==> src/rtl/pipe_pkg.sv <==
// Shared types for the pipeline front end: redirect kinds (ranked by encoding),
// PC generator FSM states and default vector addresses.
package pipe_pkg;

    // Numeric order is the arbitration rank: EXC > BR > JMP > NONE.
    typedef enum logic [1:0] {
        NONE = 2'd0,
        JMP  = 2'd1,
        BR   = 2'd2,
        EXC  = 2'd3
    } redirect_kind_t;

    typedef enum logic [1:0] {
        BOOT = 2'd0,
        RUN  = 2'd1,
        PEND = 2'd2
    } pc_state_t;

    localparam logic [31:0] DEFAULT_RESET_VEC = 32'h0000_0000;
    localparam logic [31:0] DEFAULT_EXC_VEC   = 32'h0000_0100;

    function automatic redirect_kind_t rank_of(input logic exc, input logic br, input logic jmp);
        if (exc) return EXC;
        if (br)  return BR;
        if (jmp) return JMP;
        return NONE;
    endfunction

endpackage

==> src/rtl/pc_redirect_buf.sv <==
// Single-entry redirect holding register; a capture only replaces the held
// entry when its kind outranks it, and clear wins over capture.
module pc_redirect_buf
    import pipe_pkg::*;
#(
    parameter int XLEN = 32
) (
    input  logic                 clk,
    input  logic                 rst,
    input  logic                 cap,
    input  redirect_kind_t       cap_kind,
    input  logic [XLEN-1:0]      cap_target,
    input  logic                 clr,
    output logic                 valid,
    output redirect_kind_t       kind,
    output logic [XLEN-1:0]      target
);

    always_ff @(posedge clk) begin
        if (rst || clr) begin
            valid  <= 1'b0;
            kind   <= NONE;
            target <= '0;
        end else if (cap && (cap_kind > kind)) begin
            valid  <= 1'b1;
            kind   <= cap_kind;
            target <= cap_target;
        end
    end

endmodule

==> src/rtl/pc_gen.sv <==
// Program-counter generator with stall-time redirect buffering.
// Optional target alignment checking is enabled by defining PC_ALIGN_CHECK_EN.
module pc_gen
    import pipe_pkg::*;
#(
    parameter int              XLEN        = 32,
    parameter int              INSTR_BYTES = 4,
    parameter logic [XLEN-1:0] RESET_VEC   = XLEN'(DEFAULT_RESET_VEC),
    parameter logic [XLEN-1:0] EXC_VEC     = XLEN'(DEFAULT_EXC_VEC)
) (
    input  logic            clk,
    input  logic            rst,
    input  logic            en,
    input  logic            exc_req,
    input  logic            br_taken,
    input  logic [XLEN-1:0] br_target,
    input  logic            jmp_taken,
    input  logic [XLEN-1:0] jmp_target,
    output logic [XLEN-1:0] pc,
    output logic            pc_valid,
    output logic            redirect_pend
`ifdef PC_ALIGN_CHECK_EN
    ,
    output logic            misalign,
    output logic [XLEN-1:0] bad_addr
`endif
);

    localparam logic [XLEN-1:0] STEP       = XLEN'(INSTR_BYTES);
    localparam logic [XLEN-1:0] ALIGN_MASK = XLEN'(INSTR_BYTES - 1);

    pc_state_t       state;
    redirect_kind_t  req_kind;
    redirect_kind_t  buf_kind;
    redirect_kind_t  sel_kind;
    logic [XLEN-1:0] req_target;
    logic [XLEN-1:0] buf_target;
    logic [XLEN-1:0] sel_target;
    logic [XLEN-1:0] next_pc;
    logic            buf_valid;
    logic            buf_cap;
    logic            buf_clr;
`ifdef PC_ALIGN_CHECK_EN
    logic            sel_misalign;
`endif

    always_comb begin
        req_kind = rank_of(exc_req, br_taken, jmp_taken);
        unique case (req_kind)
            EXC:     req_target = EXC_VEC;
            BR:      req_target = br_target;
            JMP:     req_target = jmp_target;
            default: req_target = pc + STEP;
        endcase
    end

    // A buffered redirect is applied on release; only a fresh exception beats it.
    always_comb begin
        sel_kind   = req_kind;
        sel_target = req_target;
        if (state == PEND && buf_valid) begin
            if (exc_req) begin
                sel_kind   = EXC;
                sel_target = EXC_VEC;
            end else begin
                sel_kind   = buf_kind;
                sel_target = buf_target;
            end
        end
    end

    always_comb begin
        next_pc = sel_target;
`ifdef PC_ALIGN_CHECK_EN
        sel_misalign = 1'b0;
        if ((sel_kind == BR || sel_kind == JMP) && ((sel_target & ALIGN_MASK) != '0)) begin
            next_pc      = EXC_VEC;
            sel_misalign = 1'b1;
        end
`else
        if (sel_kind == BR || sel_kind == JMP)
            next_pc = sel_target & ~ALIGN_MASK;
`endif
    end

    assign buf_cap = (state != BOOT) && !en && (req_kind != NONE);
    assign buf_clr = (state == PEND) && en;

    pc_redirect_buf #(.XLEN(XLEN)) u_buf (
        .clk        (clk),
        .rst        (rst),
        .cap        (buf_cap),
        .cap_kind   (req_kind),
        .cap_target (req_target),
        .clr        (buf_clr),
        .valid      (buf_valid),
        .kind       (buf_kind),
        .target     (buf_target)
    );

    always_ff @(posedge clk) begin
        if (rst) begin
            state         <= BOOT;
            pc            <= RESET_VEC - STEP;
            pc_valid      <= 1'b0;
            redirect_pend <= 1'b0;
`ifdef PC_ALIGN_CHECK_EN
            misalign      <= 1'b0;
            bad_addr      <= '0;
`endif
        end else begin
`ifdef PC_ALIGN_CHECK_EN
            misalign <= 1'b0;
`endif
            unique case (state)
                BOOT: begin
                    if (en) begin
                        pc       <= RESET_VEC;
                        pc_valid <= 1'b1;
                        state    <= RUN;
                    end
                end
                RUN, PEND: begin
                    if (en) begin
                        pc            <= next_pc;
                        state         <= RUN;
                        redirect_pend <= 1'b0;
`ifdef PC_ALIGN_CHECK_EN
                        if (sel_misalign) begin
                            misalign <= 1'b1;
                            bad_addr <= sel_target;
                        end
`endif
                    end else if (req_kind != NONE) begin
                        state         <= PEND;
                        redirect_pend <= 1'b1;
                    end
                end
                default: state <= BOOT;
            endcase
        end
    end

endmodule
==> config.mk <==
export PLATFORM = sky130hd
export DESIGN_NAME = pc_gen
export DESIGN_NICKNAME = d
export VERILOG_FILES = /design/src/rtl/pipe_pkg.sv /design/src/rtl/pc_redirect_buf.sv /design/src/rtl/pc_gen.sv
export SDC_FILE = /design/constraint.sdc
export NUM_CORES = 1
export LEC_CHECK = 0
export ABC_AREA = 1
export BUFFER_PORTS_ARGS = -buffer_cell sky130_fd_sc_hd__buf_2
export CORE_ASPECT_RATIO = 0.8
export CORE_MARGIN = 4
export CORE_UTILIZATION = 40
export DETAILED_ROUTE_END_ITERATION = 8
export SLEW_MARGIN = 20
export SYNTH_ARGS = -nofsm -noshare
export SYNTH_HDL_FRONTEND = slang
export SYNTH_SLANG_ARGS = --single-unit
==> constraint.sdc <==
create_clock -name clk -period 4.9 [get_ports clk]
set_input_delay 0.245 -clock clk [delete_from_list [all_inputs] [get_ports clk]]
set_output_delay 0.245 -clock clk [all_outputs]
set_load 0.01 [all_outputs]
### Word-level counts from Yosys, hierarchy flattened

Index checks and enable logic that the tools add are counted.

| storage, ports and cells | value |
|---|---|
| word-level logic and storage cells | 64 |
| output and inout port bits | 34 |
| register bits after elaboration | 71 |
| input port bits | 70 |

| cells by class | value |
|---|---|
| reduce and logical (&&, ||, !) cells | 18 |
| equal/unequal tests | 10 |
| magnitude comparators | 1 |
| $add $sub $neg | 1 |
| mux-type cells | 27 |

Operators by type and width:

| kind | count |
|---|---|
| $mux W32 | 4 |
| $pmux W32 S3 | 1 |
| $pmux W32 S2 | 1 |
| $add A32 B3 Y32 const B | 1 |
| $mux W2 | 12 |
| $eq A2 B2 Y1 const B | 4 |
| $mux W1 | 8 |
| $reduce_bool A2 Y1 | 4 |
| $eq A2 B1 Y1 const B | 3 |
| $reduce_and A2 Y1 | 3 |
| $logic_and A1 B1 Y1 | 5 |
| $ne A2 B2 Y1 const B | 2 |
| $pmux W2 S2 | 1 |
| $ne A3 B3 Y1 const B | 1 |
| $reduce_and A3 Y1 | 1 |
| $gt A2 B2 Y1 | 1 |
| $logic_not A2 Y1 | 1 |
| $logic_or A1 B1 Y1 | 2 |
| $reduce_or A2 Y1 | 1 |
| $logic_not A1 Y1 | 1 |

### Depth between registers and ports, before layout

Gate-level depths: netlist (run 1).

| depth | value |
|---|---|
| depth in word-level cells | 13 |
| mapped depth | 13 |
| depth with buffers taken out | 12 |

### Hierarchy

From an unflattened synthesis (run 1), not the netlist that was laid out.

| second synthesis, totals | value |
|---|---|
| cell total of the unflattened synthesis | 909 |
| area, all modules | 5123.7 sq um |

By module, submodules not included:

| module | seq. area each (sq um) | times used | cells an instance | area each (sq um) |
|---|---|---|---|---|
| pc_gen | 720.7 | 1 | 674 | 3523.4 |
| pc_redirect_buf | 700.7 | 1 | 235 | 1600.3 |

### Least setup slack after synthesis (run 1)

No wires, ideal clock.

| path | value |
|---|---|
| path kind | input port to flip-flop |
| from | input br_taken |
| to | register u_buf.target[6] |
| data required time | 4.784 ns |
| data arrival time | 1.792 ns |
| setup time | 0.116 ns |
| slack | 2.991 ns |
| path buffers | 3 |
| stages on the path | 12 |
| path through | nor2_4 -> buf_4 -> buf_2 -> inv_1 -> ha_1 -> inv_1 -> nor2_1 -> o211ai_1 -> nor2_4 -> buf_4 -> o211ai_1 -> inv_1 |

| on the way | value |
|---|---|
| cells in the longest elaborated chain, start to end | 8 |
| elaborated cells between the ends (all ways) | 15 |
| classes of those cells | 1 x order compare; 3 x eq/ne; 8 x mux; 3 x reduce/logical |

Ends and longest elaborated chain:

| item | RTL line | source |
|---|---|---|
| start: declaration | pc_gen.sv:15 | `input logic br_taken,` |
| $mux W2 | pipe_pkg.sv:24 | `if (br) return BR;` |
| $mux W2 | pipe_pkg.sv:25 | `if (jmp) return JMP;` |
| $mux W2 | pipe_pkg.sv:26 | `return NONE;` |
| $mux W2 (*) | pipe_pkg.sv:25 |  |
| $mux W2 (*) | pipe_pkg.sv:24 |  |
| branches (longest 3 deep; another with $pmux W32 S3) | -- |  |
| end signal: assignment | pc_redirect_buf.sv:27 | `target <= cap_target;` |
| end: declaration | pc_redirect_buf.sv:16 | `output logic [XLEN-1:0] target` |

Mark *: on every way between the ends. The select of a mux whose other input is x is not followed.
A chain may end at the register's enable or synchronous reset.

### Worst setup path after layout (run 1)

| path | value |
|---|---|
| from | register state[0] |
| to | register pc[4] |

| on the way | value |
|---|---|
| cells in the longest elaborated chain, start to end | 5 |
| elaborated cells between the ends (all ways) | 12 |
| classes of those cells | 4 x eq/ne; 3 x mux; 5 x reduce/logical |

Ends and longest elaborated chain:

| item | RTL line | source |
|---|---|---|
| start: declaration | pc_gen.sv:32 | `pc_state_t state;` |
| start signal: assignment | pc_gen.sv:103 | `state <= BOOT;` |
| start signal: assignment | pc_gen.sv:120 | `state <= RUN;` |
| start signal: assignment | pc_gen.sv:126 | `state <= RUN;` |
| $eq A2 B2 Y1 | pc_gen.sv:61, pc_gen.sv:115 |  |
| $logic_and A1 B1 Y1 | pc_gen.sv:61 | `if (state == PEND && buf_valid) begin` |
| $mux W32 | pc_gen.sv:61 |  |
| $mux W32 | pc_gen.sv:124 | `if (en) begin` |
| $pmux W32 S2 | pc_gen.sv:115 | `unique case (state)` |
| end signal: assignment | pc_gen.sv:104 | `pc <= RESET_VEC - STEP;` |
| end signal: assignment | pc_gen.sv:125 | `pc <= next_pc;` |
| end: declaration | pc_gen.sv:19 | `output logic [XLEN-1:0] pc,` |

Several ways; a longest one is shown, not always the timed one. The select of a mux whose other input is x is not followed.

==> results.cfg, run 1 <==
[outcome]
outcome = complete, no violations

[detailed_routing]
drc = 0
finalWirelength_mm = 15.7
first_iter_violations = 376
drt-pass1-iter-count = 5
wire_per_inst_um = 15.3
avgViaCountPerCell = 5.19
vias = 5319
drtAntennaViolNets = 0

[global_routing]
track_usage_pct = 23.4
grt_pass1_vias = 5066
grt_max_degree = 38
antenna_found_initial = 0
overflow = 0
grt_pass1_wl_mm = 25.4

[timing]
finalSetupViolCount = 0
maxSlewViolCount = 0
clock.fmax_mhz = 348
tns_ns = 0
rsz0062_at_grt = no
min_period_ns = 2.87
worst_pin_slew_ns = 1.09
slew_headroom_pct = 27.3
skew_ns = 0.00610
period_share_pct = 58.6
hold_viol = 0
whs_ns = 0.177

[power]
p_per_area_nw_per_um2 = 364
internal_power_uw = 1270
p_switching_uw = 761
p_sw_share_pct = 37.5
p_clk_share_pct = 32.5
combPwrFrac_pct = 30.4
seqPwrFrac_pct = 37.1
p_leak_uw = 0.00292
vdd_drop_max_uv = 175

[placed_design]
gp_congestion = 0.905
io_buffers = 103
dp_hpwl_mm = 11.2

[critical_path]
path_common_cell = nand2_1
required_ns = 5.13
path_max_fanout = 25
end_kind = flip-flop
arrival_ns = 3.10
start_kind = flip-flop
r2r_setup_slack_ns = 2.03
max_stage_delay_ns = 0.85
r2r-end = pc[4]
rr_startpoint = state[0]
rr_worst_depth = 8
path_cells = inv_1 -> ha_1 -> nand2_1 -> nand2_1 -> inv_1 -> nand2_1 -> nand2_1 -> a21o_1
critPathKind = reg -> reg
slowest_stage = nand2_1

[yosys]
synthCells = 785
syn-cell-area_um2 = 4740
yosys_warnings = 0
synth_top_area_share_pct = 30.0
synth-edff-count = 0
yosysTopAreaCell = dfxtp_1
synthFlopType = dfxtp_1
synth_most_common_cell = nand2_1
seq_area_frac_synth_pct = 30.0
ys_types = 37
synth_area_leaders = dfxtp_1 (30%), nand2_1 (23%), o21ai_0 (9.6%)
syn_nets = 861
ys_ff_latch = 71
avgSynthCellArea_um2 = 6.04
postSynth.asyncResetShare_pct = 0
synth_common_cells = nand2_1 (292), o21ai_0 (91), inv_1 (76), dfxtp_1 (71), nand3_1 (55)

[hold_path]
whs_endpoint = pc_valid
min_from = rst
min_path_cells = 2
min_path_type = in -> reg

[run]
max_cap_violations = 0

[clocking]
cts-buffers-inserted = 9
h-tree-depth = 3
ctsResizeCount = 0
cts_tree = done
cts_buffer_depth = 2
path_clk_slew_ns = 0.06
cts_root_buffer = clkbuf_16
insertion_delay_ns = 0.34
postCtsSetupBuffers = 0
clkSinkCount = 71
cts_hold_buffers = 0

[finish]
antenna_cells = 0
fill_cells = 1250
nets = 947
area_growth_pct = 17.6
final_util_pct = 48.2
layout-drive-gt1-share_pct = 17.5

[floorplan]
start_util_pct = 41.0
core-area_um2 = 11600
die_h_um = 105
die-area_um2 = 13700
die_x_um = 130
pin_count = 104
core.rowCount = 35
## state kept, by name, summed over array words and instances (netlist names)
register / count
pc: 32
u_buf.target: 32
state: 2
u_buf.kind: 2
pc_valid: 1
redirect_pend: 1
u_buf.valid: 1
## logic make-up (layout without fill, tap and decap cells)
family          Yosys count  after routing  synth area share (%)
compound gates          167            167                  18.5
xor+xnor                  1              1                 0.185
fa+ha+maj                 6              6                  1.58
buf+inv                 112            203                  10.6
flops                    71             71                  30.0
simple gates            428            428                  39.1
## power groups by stage
stage / sequential [µW] / clock, µW / combinational (µW)
2_1_floorplan: 760 / 0 / 417
5_1_grt: 765 / 688 / 706
6_report: 752 / 660 / 618
4_1_cts: 750 / 667 / 618
3_3_place_gp: 760 / 0 / 603
3_5_place_dp: 762 / 0 / 614
## cell type report
cell class	instances	area [µm²]	area share (%)
Multi-Input combinational cell	602	2820	50.5
Sequential cell	71	1420	25.5
Timing Repair Buffer	107	546	9.79
Inverter	80	308	5.52
Clock buffer	14	284	5.10
Tap cell	148	185	3.32
Clock inverter	2	12.5	0.225
## through the flow
step                cell area, µm²  power, µW  cells  setup WS (ns)
floorplan                     4740       1180    785           2.99
global placement              5280       1360   1008           1.98
detailed placement            5280       1380   1008           1.85
CTS                           5570       2040   1024           2.00
global route                  5570       2160   1024           1.79
finish                        5570       2030   1024           2.03
## worst max path at each step
stage	start	end	slack [ns]	depth (start not counted)
final	state[0]	pc[4]	2.03	8
after global routing	state[0]	pc[4]	1.79	8
after CTS	state[0]	pc[4]	2.00	8
after detailed placement	br_taken	u_buf.kind[1]	1.85	11
after global placement	br_taken	u_buf.kind[1]	1.98	11
after floorplan	br_taken	u_buf.target[6]	2.99	12
## placed cells by master (no fill, tap or decap), types with 4 or more instances in the layout
| cell | n |
|---|---|
| a21oi_1 | 49 |
| clkbuf_16 | 9 |
| a31oi_1 | 6 |
| nand3_1 | 55 |
| inv_1 | 76 |
| nor2_4 | 9 |
| nand2_1 | 292 |
| ha_1 | 6 |
| clkbuf_8 | 4 |
| o211ai_1 | 7 |
| nor2_2 | 5 |
| dfxtp_1 | 71 |
| nor2_1 | 49 |
| nand2_2 | 7 |
| buf_2 | 103 |
| o21ai_0 | 91 |
| buf_4 | 4 |
| o21ai_1 | 9 |
## routing by layer
| layer | part of all wire [%] | track usage [%] |
|---|---|---|
| met4 | 2.1 | 7.64 |
| met2 | 44 | 35.7 |
| met1 | 47 | 32.4 |
| met3 | 7.5 | 5.37 |
| met5 | 0 | 0 |
## worst max-delay path: cells and delay by family, from the launching register on
kind                       cells  cell delay [ns]
AOI/OAI and AO/OA              1             0.18
DFF                            1             0.35
and+or+nand+nor                4             1.43
adders and majority gates      1             0.35
buffers and inverters          2             0.44
Power figures use the tool's default switching activity.
==> run 2: changes to the inputs <==
==> constraint.sdc (replaced) <==
create_clock -name clk -period 2.8 [get_ports clk]
set_input_delay 0.14 -clock clk [delete_from_list [all_inputs] [get_ports clk]]
set_output_delay 0.14 -clock clk [all_outputs]
set_load 0.01 [all_outputs]
==> run 2 against run 1 <==
Net effect: critical path depth up 1; clock power up 61%; largest power group unchanged; die area unchanged; via count about the same; non-clock buffer count up 6; sequential share of layout area down 0.12 points; hold slack worse by 0.12 ns.
==> results.cfg, run 2 (synthesis gave the netlist of run 1 again) <==
[outcome]
outcome = complete, no violations

[critical_path]
path_cells = inv_1 -> ha_1 -> nand2_1 -> nand2_1 -> buf_4 -> inv_1 -> nand2_1 -> nand2_1 -> a21o_1
slowest_stage = dfxtp_1
required_ns = 3.03
cp_num_buf_inv = 3
arrival_ns = 2.45
crit_family = simple AND/OR/NAND/NOR gates
max_stage_delay_ns = 0.36
path_common_cell = nand2_1
critPathKind = reg -> reg
start_kind = flip-flop
path_max_fanout = 25
end_kind = flip-flop

[detailed_routing]
drc = 0
finalWirelength_mm = 15.2
vias = 5316
drt-pass1-iter-count = 4
first_iter_violations = 325
drtAntennaViolNets = 0
wire_per_inst_um = 14.7
avgViaCountPerCell = 5.17

[finish]
final_cell_mix = nand2_1 (292), buf_2 (103), o21ai_0 (91)
layout-drive-gt1-share_pct = 17.9
final_common_cell = nand2_1
area_growth_pct = 18.2
antenna_cells = 0
reg_top3 = pc: 32 flops, u_buf.target: 32 flops
final_util_pct = 48.4
nets = 953
fill_cells = 1280

[placed_design]
pre_cts_ws_ns = 0.618
dp_hpwl_mm = 11.2
io_buffers = 103
gp_congestion = 0.940

[clocking]
ctsResizeCount = 0
path_clk_slew_ns = 0.06
cts_tree = done
cts_root_buffer = clkbuf_16
cts-buffers-inserted = 9
cts_buffer_depth = 2
insertion_delay_ns = 0.34
h-tree-depth = 3
clkSinkCount = 71
cts_hold_buffers = 0
postCtsSetupBuffers = 0

[power]
p_clk_share_pct = 30.5
combPwrFrac_pct = 31.5
internal_power_uw = 2150
p_sw_share_pct = 37.9
vdd_drop_max_uv = 307
p_per_area_nw_per_um2 = 619
p_leak_uw = 0.00294
p_switching_uw = 1310
seqPwrFrac_pct = 38.0

[global_routing]
use_met2_pct = 33.9
overflow = 0
use_met3_pct = 4.61
antenna_found_initial = 0
grt_max_degree = 34
grt_pass1_wl_mm = 24.1
grtUsageMet1_pct = 31.9
grt_pass1_vias = 4828
track_usage_pct = 22.1
busiest_layer = met2

[timing]
worst_pin_slew_ns = 0.789
skew_ns = 0.00557
fin_ws_ns = 0.577
clock.fmax_mhz = 450
slew_headroom_pct = 47.3
rsz0062_at_grt = no
min_period_ns = 2.22
finalSetupViolCount = 0
period_share_pct = 79.4
maxSlewViolCount = 0
hold_viol = 0
tns_ns = 0

[floorplan]
die_h_um = 105
core-area_um2 = 11600
start_util_pct = 41.0
die-area_um2 = 13700
core.rowCount = 35
pin_count = 104
die_x_um = 130

[run]
max_cap_violations = 0

[hold_path]
min_path_type = in -> reg
[run 2: power groups by stage]
stage | logic [µW] | clock network (µW) | registers, µW
2_1_floorplan | 730 | 0 | 1330
3_3_place_gp | 1070 | 0 | 1330
3_5_place_dp | 1080 | 0 | 1330
4_1_cts | 1090 | 1070 | 1310
5_1_grt | 1240 | 1120 | 1340
6_report | 1090 | 1060 | 1320
[run 2: area by class of cell]
cell class | count | area, µm² | area share (%)
clock buffers | 11 | 243 | 4.34
clock inverters | 4 | 22.5 | 0.402
inverters | 80 | 308 | 5.50
multi-input cells | 602 | 2820 | 50.3
flip-flops and latches | 71 | 1420 | 25.4
well taps | 148 | 185 | 3.31
repair buffers | 113 | 603 | 10.8
[run 2: per-layer routing]
metal  part of all wire [%]  vias up
li1                       -     2696
met1                     47     2437
met2                     45      169
met3                    6.9       14
met4                   0.95        0
met5                      0        -
[run 2: final timing paths]
check             startpoint       end  slack [ns]  depth (start not counted)
hold / removal           rst  pc_valid        0.06                          2
setup / recovery    state[1]     pc[4]        0.58                          9
hold reg to reg     pc_valid  pc_valid        0.45                          2
setup reg to reg    state[1]     pc[4]        0.58                          9
[run 2: worst reg2reg max path, stage by stage (launching register included)]
cell     delay [ns]
dfxtp_1        0.36
inv_1          0.07
ha_1           0.34
nand2_1        0.34
nand2_1        0.19
buf_4          0.30
inv_1          0.23
nand2_1        0.10
nand2_1        0.05
a21o_1         0.15
[run 2: stage by stage]
| step | hold WS, ns | instance area [µm²] | cells | power [µW] |
|---|---|---|---|---|
| final | 0.0617 | 5600 | 1029 | 3460 |
| after floorplan | 0.209 | 4740 | 785 | 2060 |
| after detailed placement | 0.415 | 5330 | 1014 | 2410 |
| after global placement | 0.409 | 5330 | 1014 | 2400 |
| after CTS | 0.0585 | 5600 | 1029 | 3470 |
| after global routing | 0.0826 | 5600 | 1029 | 3690 |
==> run 3: changes to the inputs <==
==> constraint.sdc (replaced) <==
create_clock -name clk -period 2.3 [get_ports clk]
set_input_delay 0.115 -clock clk [delete_from_list [all_inputs] [get_ports clk]]
set_output_delay 0.115 -clock clk [all_outputs]
set_load 0.01 [all_outputs]
==> run 3 against run 2 <==
Net effect: flip-flop and latch count unchanged; clock skew increased by 0.0024 ns; cell count is essentially flat; critical path depth grew 2; global-route usage increased by 0.44 points.
==> results.cfg, run 3 (synthesis gave the netlist of run 1 again) <==
[timing]
rsz0062_at_grt = no
slew_headroom_pct = 62.8
min_period_ns = 1.84
fin_ws_ns = 0.459
finalSetupViolCount = 0
clock.fmax_mhz = 543
tns_ns = 0
maxSlewViolCount = 0
hold_viol = 0
whs_ns = 0.0377
skew_ns = 0.00796
period_share_pct = 80.0
worst_pin_slew_ns = 0.557

[power]
p_leak_uw = 0.00295
p_per_area_nw_per_um2 = 750
vdd_drop_max_uv = 341

[finish]
nets = 955
fill_cells = 1256
antenna_cells = 0
reg_top3 = pc: 32 flops, u_buf.target: 32 flops
final_util_pct = 48.7
final_common_cell = nand2_1
layout-drive-gt1-share_pct = 17.9
area_growth_pct = 18.7
final_cell_mix = nand2_1 (292), buf_2 (103), o21ai_0 (91)

[hold_path]
min_path_type = in -> reg
min_from = rst

[detailed_routing]
first_iter_violations = 368
vias = 5228
finalWirelength_mm = 15.2
wire_per_inst_um = 14.7
avgViaCountPerCell = 5.08
drc = 0
drt-pass1-iter-count = 5
drtAntennaViolNets = 0

[critical_path]
path_common_cell = nand2_1
arrival_ns = 2.06
slowest_stage = dfxtp_1
path_cells = nand2_1 -> nor2_4 -> nand2_8 -> nor2_8 -> nand2_1 -> nand2_1 -> nand3_1 -> nand2_1 -> nand2_1 -> nand2_1 -> nand2_1
critPathKind = reg -> reg
start_kind = flip-flop
crit_start = pc[8]
rr_startpoint = pc[8]
end_kind = flip-flop
path_max_fanout = 6
max_stage_delay_ns = 0.43
required_ns = 2.52

[global_routing]
overflow = 0
grt_pass1_wl_mm = 24.5
antenna_found_initial = 0
track_usage_pct = 22.5
grt_max_degree = 36
grt_pass1_vias = 4859

[floorplan]
pin_count = 104
start_util_pct = 41.0
core.rowCount = 35
die_x_um = 130
die-area_um2 = 13700
die_h_um = 105
core-area_um2 = 11600

[placed_design]
pre_cts_ws_ns = 0.411
gp_congestion = 0.894
dp_hpwl_mm = 11.4
io_buffers = 103

[clocking]
path_clk_slew_ns = 0.06
cts_tree = done
postCtsSetupBuffers = 0
insertion_delay_ns = 0.34
cts_hold_buffers = 0
cts_buffer_depth = 2
h-tree-depth = 3
cts_root_buffer = clkbuf_16
ctsResizeCount = 0
cts-buffers-inserted = 9
clkSinkCount = 71

[run]
max_cap_violations = 0

[outcome]
outcome = complete, no violations
-- run 3: through the flow --
stage	instances	cell area (µm²)	power, µW
after floorplan	785	4740	2510
after global placement	1016	5360	2930
after detailed placement	1016	5360	2950
after CTS	1030	5630	4240
after global routing	1030	5630	4520
final	1030	5630	4220
-- run 3: final cells by class --
| cell class | instances | area, µm² | share of cell area [%] |
|---|---|---|---|
| clock buffers | 13 | 260 | 4.63 |
| clock inverters | 1 | 5.00 | 0.0889 |
| inverters | 80 | 308 | 5.47 |
| multi-input cells | 602 | 2820 | 50.1 |
| flip-flops and latches | 71 | 1420 | 25.3 |
| well taps | 148 | 185 | 3.29 |
| repair buffers | 115 | 631 | 11.2 |
-- run 3: worst paths after layout --
kind	depth (start not counted)	slack, ns	endpoint
worst max-delay path	11	0.46	pc[25]
worst min register to register	2	0.45	pc_valid
worst min-delay path	2	0.04	pc[1]
worst max register to register	11	0.46	pc[25]
-- run 3: metal layers --
layer  track usage, %  wire length, µm  share of wire [%]
met5                0                0                  0
met4             5.27              159                1.0
met3             5.72             1120                7.4
met2             34.1             6680                 44
met1             32.2             7220                 48
-- run 3: critical path, delay by kind of cell (launching register included) --
family | cells | cell delay, ns
flip-flops | 1 | 0.43
AND/OR/NAND/NOR | 11 | 1.29
-- run 3: power by group --
group,switching (µW),internal [µW]
combinational,870,465
sequential,186,1420
clock,510,776
